===== config.mk =====
export PLATFORM = sky130hd
export DESIGN_NAME = polaris_bus_arbiter
export DESIGN_NICKNAME = d
export VERILOG_FILES = /design/src/rtl/polaris_bus_arbiter.sv
export SDC_FILE = /design/constraint.sdc
export NUM_CORES = 1
export LEC_CHECK = 0
export BUFFER_PORTS_ARGS = -buffer_cell sky130_fd_sc_hd__buf_4
export CORE_AREA = 8 8 188 190
export CTS_CLUSTER_DIAMETER = 100
export DETAILED_ROUTE_END_ITERATION = 8
export DIE_AREA = 0 0 196 198
export PLACE_DENSITY_LB_ADDON = 0.1
export SLEW_MARGIN = 10
export SYNTH_ARGS = -nofsm -noshare
export SYNTH_HDL_FRONTEND = slang
export SYNTH_SLANG_ARGS = --single-unit

===== constraint.sdc =====
create_clock -name clk_i -period 2.7 [get_ports clk_i]
set_clock_uncertainty 0.2 [all_clocks]
set_input_delay 0.54 -clock clk_i [delete_from_list [all_inputs] [get_ports clk_i]]
set_output_delay 0.54 -clock clk_i [all_outputs]
set_load 0.05 [all_outputs]

===== src/rtl/polaris_bus_arbiter.sv =====
// polaris_bus_arbiter: lets the Polaris CPU instruction (I) and data (D)
// masters share one 64-bit memory bus.
// The grant is registered. On a tie, the master that was not granted last
// wins. The bus and the acknowledges are combinational from the grant
// state. A stall watchdog turns a hung slave into a synthetic ack plus an
// error pulse.
//
// state | meaning
// ------+----------------------------------------------------------
// IDLE  | no grant; the shared bus is parked at all zeros
// IGNT  | I master owns the bus until an ack (real or synthetic)
// DGNT  | D master owns the bus for as long as dcyc_i is held
module polaris_bus_arbiter #(
  parameter int TMO_EN = 1,
  parameter int TMO_W  = 8
) (
  input  logic        clk_i,
  input  logic        reset_i,
  // instruction master
  input  logic [63:0] iadr_i,
  input  logic [1:0]  isiz_i,
  output logic        iack_o,
  output logic [31:0] idat_o,
  // data master
  input  logic [63:0] dadr_i,
  input  logic [63:0] ddat_i,
  input  logic        dwe_i,
  input  logic        dcyc_i,
  input  logic        dstb_i,
  input  logic [1:0]  dsiz_i,
  input  logic        dsigned_i,
  output logic        dack_o,
  output logic [63:0] ddat_o,
  // shared bus
  output logic [63:0] madr_o,
  output logic [63:0] mdat_o,
  output logic        mwe_o,
  output logic        mcyc_o,
  output logic        mstb_o,
  output logic        msigned_o,
  output logic [1:0]  msiz_o,
  input  logic [63:0] mdat_i,
  input  logic        mack_i,
  // diagnostics
  output logic        err_o,
  output logic [1:0]  gnt_o
);

  // The encoding doubles as the gnt_o diagnostic value.
  localparam logic [1:0] IDLE = 2'b00;
  localparam logic [1:0] IGNT = 2'b01;
  localparam logic [1:0] DGNT = 2'b10;

  localparam logic [TMO_W-1:0] CNT_MAX = {TMO_W{1'b1}};

  logic [1:0]       state;
  logic [1:0]       next_state;
  logic             last_i;
  logic             arb;
  logic             ireq;
  logic             dreq;
  logic             bus_stb;
  logic             stall;
  logic             tmo;
  logic [TMO_W-1:0] tmo_cnt;

  assign ireq = |isiz_i;
  assign dreq = dcyc_i;

  // The strobe is computed on its own so the watchdog does not loop
  // through the output process. I always strobes once granted. D strobes
  // with dstb_i.
  assign bus_stb = (state == IGNT) | ((state == DGNT) & dstb_i);
  assign stall   = bus_stb & ~mack_i;
  assign tmo     = (TMO_EN != 0) && stall && (tmo_cnt == CNT_MAX);

  // State register and tie-break history.
  // last_i resets to 1, as if I had been granted last, so D wins the first
  // tie after reset.
  always_ff @(posedge clk_i or posedge reset_i) begin
    if (reset_i) begin
      state  <= IDLE;
      last_i <= 1'b1;
    end else begin
      state <= next_state;
      if (arb && (next_state != IDLE))
        last_i <= (next_state == IGNT);
    end
  end

  // Next-state logic.
  // Arbitration happens in IDLE and at the edge that ends a grant, so
  // back-to-back grants need no idle bubble.
  always_comb begin
    next_state = state;
    arb        = 1'b0;
    case (state)
      IDLE:    arb = 1'b1;
      IGNT:    arb = mack_i | tmo;
      DGNT:    arb = ~dcyc_i;
      default: arb = 1'b1;
    endcase
    if (arb) begin
      if (ireq && dreq)
        next_state = last_i ? DGNT : IGNT;
      else if (ireq)
        next_state = IGNT;
      else if (dreq)
        next_state = DGNT;
      else
        next_state = IDLE;
    end
  end

  // Stall watchdog counter.
  // It counts strobed cycles that get no ack. It restarts on any ack, on
  // any grant boundary and while idle.
  always_ff @(posedge clk_i or posedge reset_i) begin
    if (reset_i) begin
      tmo_cnt <= '0;
    end else if ((TMO_EN == 0) || (state == IDLE) || mack_i || tmo ||
                 arb || (next_state != state)) begin
      tmo_cnt <= '0;
    end else if (stall) begin
      tmo_cnt <= tmo_cnt + 1'b1;
    end
  end

  // Output logic.
  // Steers the granted master onto the shared bus and gates the acks by
  // grant. During a timeout the read data is forced to zero so the master
  // never latches stale bus contents.
  always_comb begin
    madr_o    = '0;
    mdat_o    = '0;
    mwe_o     = 1'b0;
    mcyc_o    = 1'b0;
    mstb_o    = 1'b0;
    msigned_o = 1'b0;
    msiz_o    = '0;
    iack_o    = 1'b0;
    dack_o    = 1'b0;
    case (state)
      IGNT: begin
        madr_o = iadr_i;
        msiz_o = isiz_i;
        mcyc_o = 1'b1;
        mstb_o = bus_stb;
        iack_o = mack_i | tmo;
      end
      DGNT: begin
        madr_o    = dadr_i;
        mdat_o    = ddat_i;
        mwe_o     = dwe_i;
        mcyc_o    = dcyc_i;
        mstb_o    = bus_stb;
        msigned_o = dsigned_i;
        msiz_o    = dsiz_i;
        dack_o    = mack_i | tmo;
      end
      default: ;
    endcase
  end

  // Read data return path.
  // The I lane is chosen by address bit 2. Both return buses are held at
  // zero during a timeout and during reset.
  always_comb begin
    idat_o = '0;
    ddat_o = '0;
    if (!reset_i && !tmo) begin
      idat_o = iadr_i[2] ? mdat_i[63:32] : mdat_i[31:0];
      ddat_o = mdat_i;
    end
  end

  assign err_o = tmo;
  assign gnt_o = state;

endmodule


# Word level (Yosys, flattened, before mapping)
# Cells that the tools add are included.
totals:
  elab_cells: 50
  latch_bits: 0
  in_bits: 267
  ram_bits: 0
  n_memories: 0
  out_inout_bits: 235
  reg_bits: 11
  romBits: 0
op_classes:
  shifts: 0
  n_div: 0
  reduce_logical: 15
  magnitude_cmp: 0
  n_mux: 20
  add_sub_neg: 1
  multipliers: 0
  bitwise_logic: 6
  n_eq_ne: 5
op_table:
  columns: ["cell", "count"]
  rows:
  - ["64-bit two-way mux", 2]
  - ["64-bit one-hot mux with 2 select lines", 1]
  - ["32-bit two-way mux", 2]
  - ["8-bit two-way mux", 2]
  - ["2-bit two-way mux", 5]
  - ["8-bit by 1-bit adder with 8-bit output, second input constant", 1]
  - ["8-bit == test, second input constant", 1]
  - ["1-bit two-way mux", 5]
  - ["2-bit by 1-bit == test with 1-bit output, second input constant", 2]
  - ["1-bit logical AND", 4]
  - ["1-bit logical OR", 4]
  - ["1-bit one-hot mux with 2 select lines", 2]
  - ["2-bit one-hot mux with 2 select lines", 1]
  - ["2-bit nonzero test", 2]
  - ["2-bit OR reduction", 2]
  - ["1-bit bitwise AND", 2]
  - ["2-bit == test, second input constant", 1]
  - ["1-bit logical NOT", 2]
  - ["2-bit logical NOT", 1]
  - ["2-bit inequality test", 1]
  - ["1-bit inverter", 2]
  - ["1-bit bitwise OR", 2]

# Depth between registers and ports, before layout
depth:
  ltp_word: 11
  depth_mapped: 9

# Least setup slack after synthesis
# OpenSTA, ideal clock, no wires.
synth_path:
  kind: "flip-flop to output port"
  from: "register state[0] (netlist: gnt_o[0])"
  to: "output port idat_o[10]"
  required_ps: 1960
  n_path_buf: 3
  stages_incl_launch_ff: 10
  t_arrival_ps: 2514
  slack_ps: -554
  path_cell_list: "dfrtp_1 -> inv_1 -> ha_1 -> buf_6 -> a21oi_4 -> nor4b_4 -> or2_1 -> buf_2 -> buf_4 -> nor2_1"
synth_between:
  elab_chain_len: 8
synth_lines:
  columns: ["element", "line", "text"]
  rows:
  - ["start: declaration", "56", "logic [1:0] state;"]
  - ["start signal: assignment", "85", "state <= next_state;"]
  - ["2-bit == test", "73", "assign bus_stb = (state == IGNT) | ((state == DGNT) & dstb_i);"]
  - ["1-bit bitwise AND", "73", null]
  - ["1-bit bitwise OR (*)", "73", null]
  - ["1-bit bitwise AND (*)", "74", "assign stall = bus_stb & ~mack_i;"]
  - ["1-bit logical AND (*)", "75", "assign tmo = (TMO_EN != 0) && stall && (tmo_cnt == CNT_MAX);"]
  - ["1-bit logical NOT (*)", "171", "if (!reset_i && !tmo) begin"]
  - ["1-bit logical AND (*)", "171", null]
  - ["32-bit two-way mux (*)", "171", null]
  - ["end: declaration", "23", "output logic [31:0] idat_o,"]
# Mark *: on every way between the ends. The rest lies on a longest branch, timed or not.

# Worst setup path after layout
layout_path:
  from: "register state[0] (netlist: gnt_o[0])"
  to: "output port ddat_o[48]"
layout_between:
  elab_chain_len: 8
layout_lines:
  columns: ["element", "line", "text"]
  rows:
  - ["2-bit == test", "73", null]
  - ["1-bit bitwise AND", "73", null]
  - ["1-bit bitwise OR (*)", "73", null]
  - ["1-bit bitwise AND (*)", "74", null]
  - ["1-bit logical AND (*)", "75", null]
  - ["1-bit logical NOT (*)", "171", null]
  - ["1-bit logical AND (*)", "171", null]
  - ["64-bit two-way mux (*)", "171", null]
  - ["end: declaration", "33", "output logic [63:0] ddat_o,"]
# Marks and branches as above.

==> summary.txt <==
Timing
  – Final setup fails: 78
  – Slew HR: 62.8%
  – Fin crit share: 103%
  – Min Tclk post-route: 2.79 ns
  – Post-Route Setup TNS: -4.16 ns
  – Final hold vios: 0
  – Peak Freq: 358 MHz
  – Worst-Margin Slew: 0.543 ns
  – Max Slew Vio Count: 0
  – RSZ-0062 raised after global routing: true
  – Final worst slack: -0.0923 ns

GRT
  – GRT overflow: 0
  – Largest net degree at the start of global routing: 135
  – Number of antenna violations at the first check in global routing: 1
  – Total track usage: 12.4%
  – Vias in the first global route: 5678
  – First-pass GRT wire length: 36.8 mm

Power
  – Peak VDD IR: 0.567 mV
  – P per Cell Area: 965 mW/mm^2
  – P_leak: 4.16 nW
  – Total Power: 8.37 mW

Final layout
  – Most frequent cells in the layout: buf_4, buf_6, and2_1, a22oi_1
  – Fillers: 3536
  – Final Net Count: 1205
  – Footprint of the multi-input gates: 0.00304 sq mm
  – Final Util: 26.9%
  – Most common cell after layout, fill and taps aside: buf_4
  – Register area: 279 sq um
  – Synth-to-layout area growth: 197%
  – Share of layout cells above drive strength 1: 74.1%

Job
  – Maxcap violations: 0

Synthesis
  – Average size of a mapped cell: 6.51 sq um
  – Mapped Cells: 448
  – Synth cell types: 37
  – Mapped Area: 0.00292 sq mm
  – Register bit total from synthesis: 11
  – Syn_nets: 719
  – Seq/Total Area, Yosys: 9.48%
  – Syn. warnings: 0

Setup path
  – CP Max Fanout: 32
  – Worst Path Required: 1.96 ns
  – Crit-path cells: inv_2, ha_4, a21oi_4, nor4b_4, buf_4, nor2_4, buf_12, and2_2, buf_6
  – Master of the slowest instance on the critical path: dfrtp_2
  – Worst r2r path cells: 7
  – Crit start category: flop
  – WS Path Type: reg2out
  – Crit. End Element: primary output
  – Crit path arrival time: 2.05 ns
  – Max incr delay on CP: 0.41 ns

Clock tree
  – Max Root-Sink Buffers: 2
  – Num CTS Buffers: 3
  – Clock Tree Root: clkbuf_16
  – CTS Sinks: 11
  – Clock tree from TritonCTS: yes
  – Clock Pin Slew Worst Setup and Hold Paths: 0.04 ns
  – Hold_buf cts: 0
  – H-tree depth: 1
  – Clk_lat worst skew: 0.24 ns

Drt
  – Drt pass-1 iters: 4
  – Total number of vias: 5132
  – Detailed Route WL: 26.6 mm
  – DR DRC count: 0
  – DR vias/cell: 3.82
  – Post-DR wirelength/cell: 19.8 microns
  – DRT iter0 DRCs: 105
  – Final ANT Viol Nets: 0

Placement
  – RePlAce Congestion: 0.791
  – Port-buffer cells: 501
  – Post-DP HPWL: 22.7 mm

Floorplanning
  – Die Height: 198 microns
  – FP Rows: 66
  – DIE AREA: 0.0388 sq mm
  – I/O Pins: 502
  – Core area: 0.0322 sq mm
  – Initial Utilization: 9.06%
  – Die width: 196 microns

Status
  – Failing checks: setup timing
  – Status: finished with violations

Worst hold path
  – Hold Path Class: in2async
==> layer usage <==
layer  wire length (microns)  vias up  track usage [%]
li1                        -     2484                -
met1                    8060     2320             10.9
met2                   15100      312             25.8
met3                    2870       16             4.53
met4                     499        0             3.14
met5                       0        -                0
==> registers in the layout, summed over array words and instances, names as in the netlist <==
name	count
last_i	1
gnt_o	2
tmo_cnt	8
==> power by group <==
part	internal, mW	switching (mW)	total (mW)
clock network	0.198	0.0730	0.271
registers	0.202	0.0362	0.238
logic	2.59	5.27	7.86
total	2.99	5.38	8.37
==> worst paths after layout <==
| kind | startpoint | endpoint | slack (ns) |
|---|---|---|---|
| max | gnt_o[0] | ddat_o[48] | -0.09 |
| max reg2reg | gnt_o[0] | gnt_o[0] | 0.37 |
| min in group clk_i | tmo_cnt[7] | tmo_cnt[7] | 0.35 |
| min reg2reg | tmo_cnt[7] | tmo_cnt[7] | 0.35 |
| min | reset_i | gnt_o[0] | 0.15 |
| max in group asynchronous | reset_i | last_i | 1.81 |
==> critical path: cells and delay by family (launching register included) <==
family | cells | cell delay [ns]
DFF | 1 | 0.41
buffers and inverters | 4 | 0.57
AOI/OAI and AO/OA | 1 | 0.19
and+or+nand+nor | 3 | 0.44
adders and majority gates | 1 | 0.18
==> cells by family after synthesis <==
logic type	after synthesis	share of synthesized area, %
xor gates and xnor gates	7	2.10
adders and majority gates	4	1.72
AOI/OAI and AO/OA	76	19.4
muxes	34	11.7
DFF	11	9.48
buffers and inverters	52	7.55
and+or+nand+nor	264	48.0
==> stage by stage <==
stage	area, sq um	hold slack, ns	setup slack, ns	cells
after CTS	8590	0.177	-0.0934	1341
after global placement	7860	0.351	0.0486	1332
after floorplan	3490	0.192	-0.0697	448
after global routing	8670	0.196	-0.195	1342
after detailed placement	7860	0.348	0.0148	1332
final	8670	0.154	-0.0923	1342
==> area by class of cell <==
| type | instances | area share, % |
|---|---|---|
| diodes | 1 | 0.0289 |
| clock buffers | 4 | 0.909 |
| well taps | 408 | 5.89 |
| flip-flops and latches | 11 | 3.22 |
| repair buffers | 528 | 54.6 |
| inverters | 5 | 0.303 |
| multi-input cells | 385 | 35.0 |
==> cells in the mapped netlist (all sizes together) <==
master / count / area share [%]
a21oi: 4 / 1.2
dfstp: 1 / 0.90
buf: 19 / 3.3
nand2: 5 / 0.64
nor3: 2 / 0.34
o21ai: 4 / 0.69
dfrtp: 10 / 8.6
mux2: 1 / 0.39
a211oi: 1 / 0.26
clkinv: 1 / 0.13
inv: 4 / 0.51
nand3: 1 / 0.17
nor4: 2 / 0.43
nand4: 1 / 0.21
nor4b: 3 / 1.4
or2: 1 / 0.21
xnor2: 7 / 2.1
nand3b: 1 / 0.69
and2: 130 / 28
nor2: 113 / 15
nand4b: 1 / 0.30
nor2b: 1 / 0.21
ha: 4 / 1.7
or4: 1 / 0.26
or4b: 1 / 0.34
o311ai: 1 / 0.30
nor3b: 1 / 0.26
a22oi: 66 / 17
clkbuf: 28 / 3.6
mux2i: 33 / 11
==> timing repair <==
action                                  in CTS  in global routing
pin swaps                                    6                  2
endpoints found under the setup margin     104                155
buffers inserted                             4                  0
cloned                                       2                  0
resized for setup                          151                 22
No activity file was read; power rests on OpenSTA's default activity.
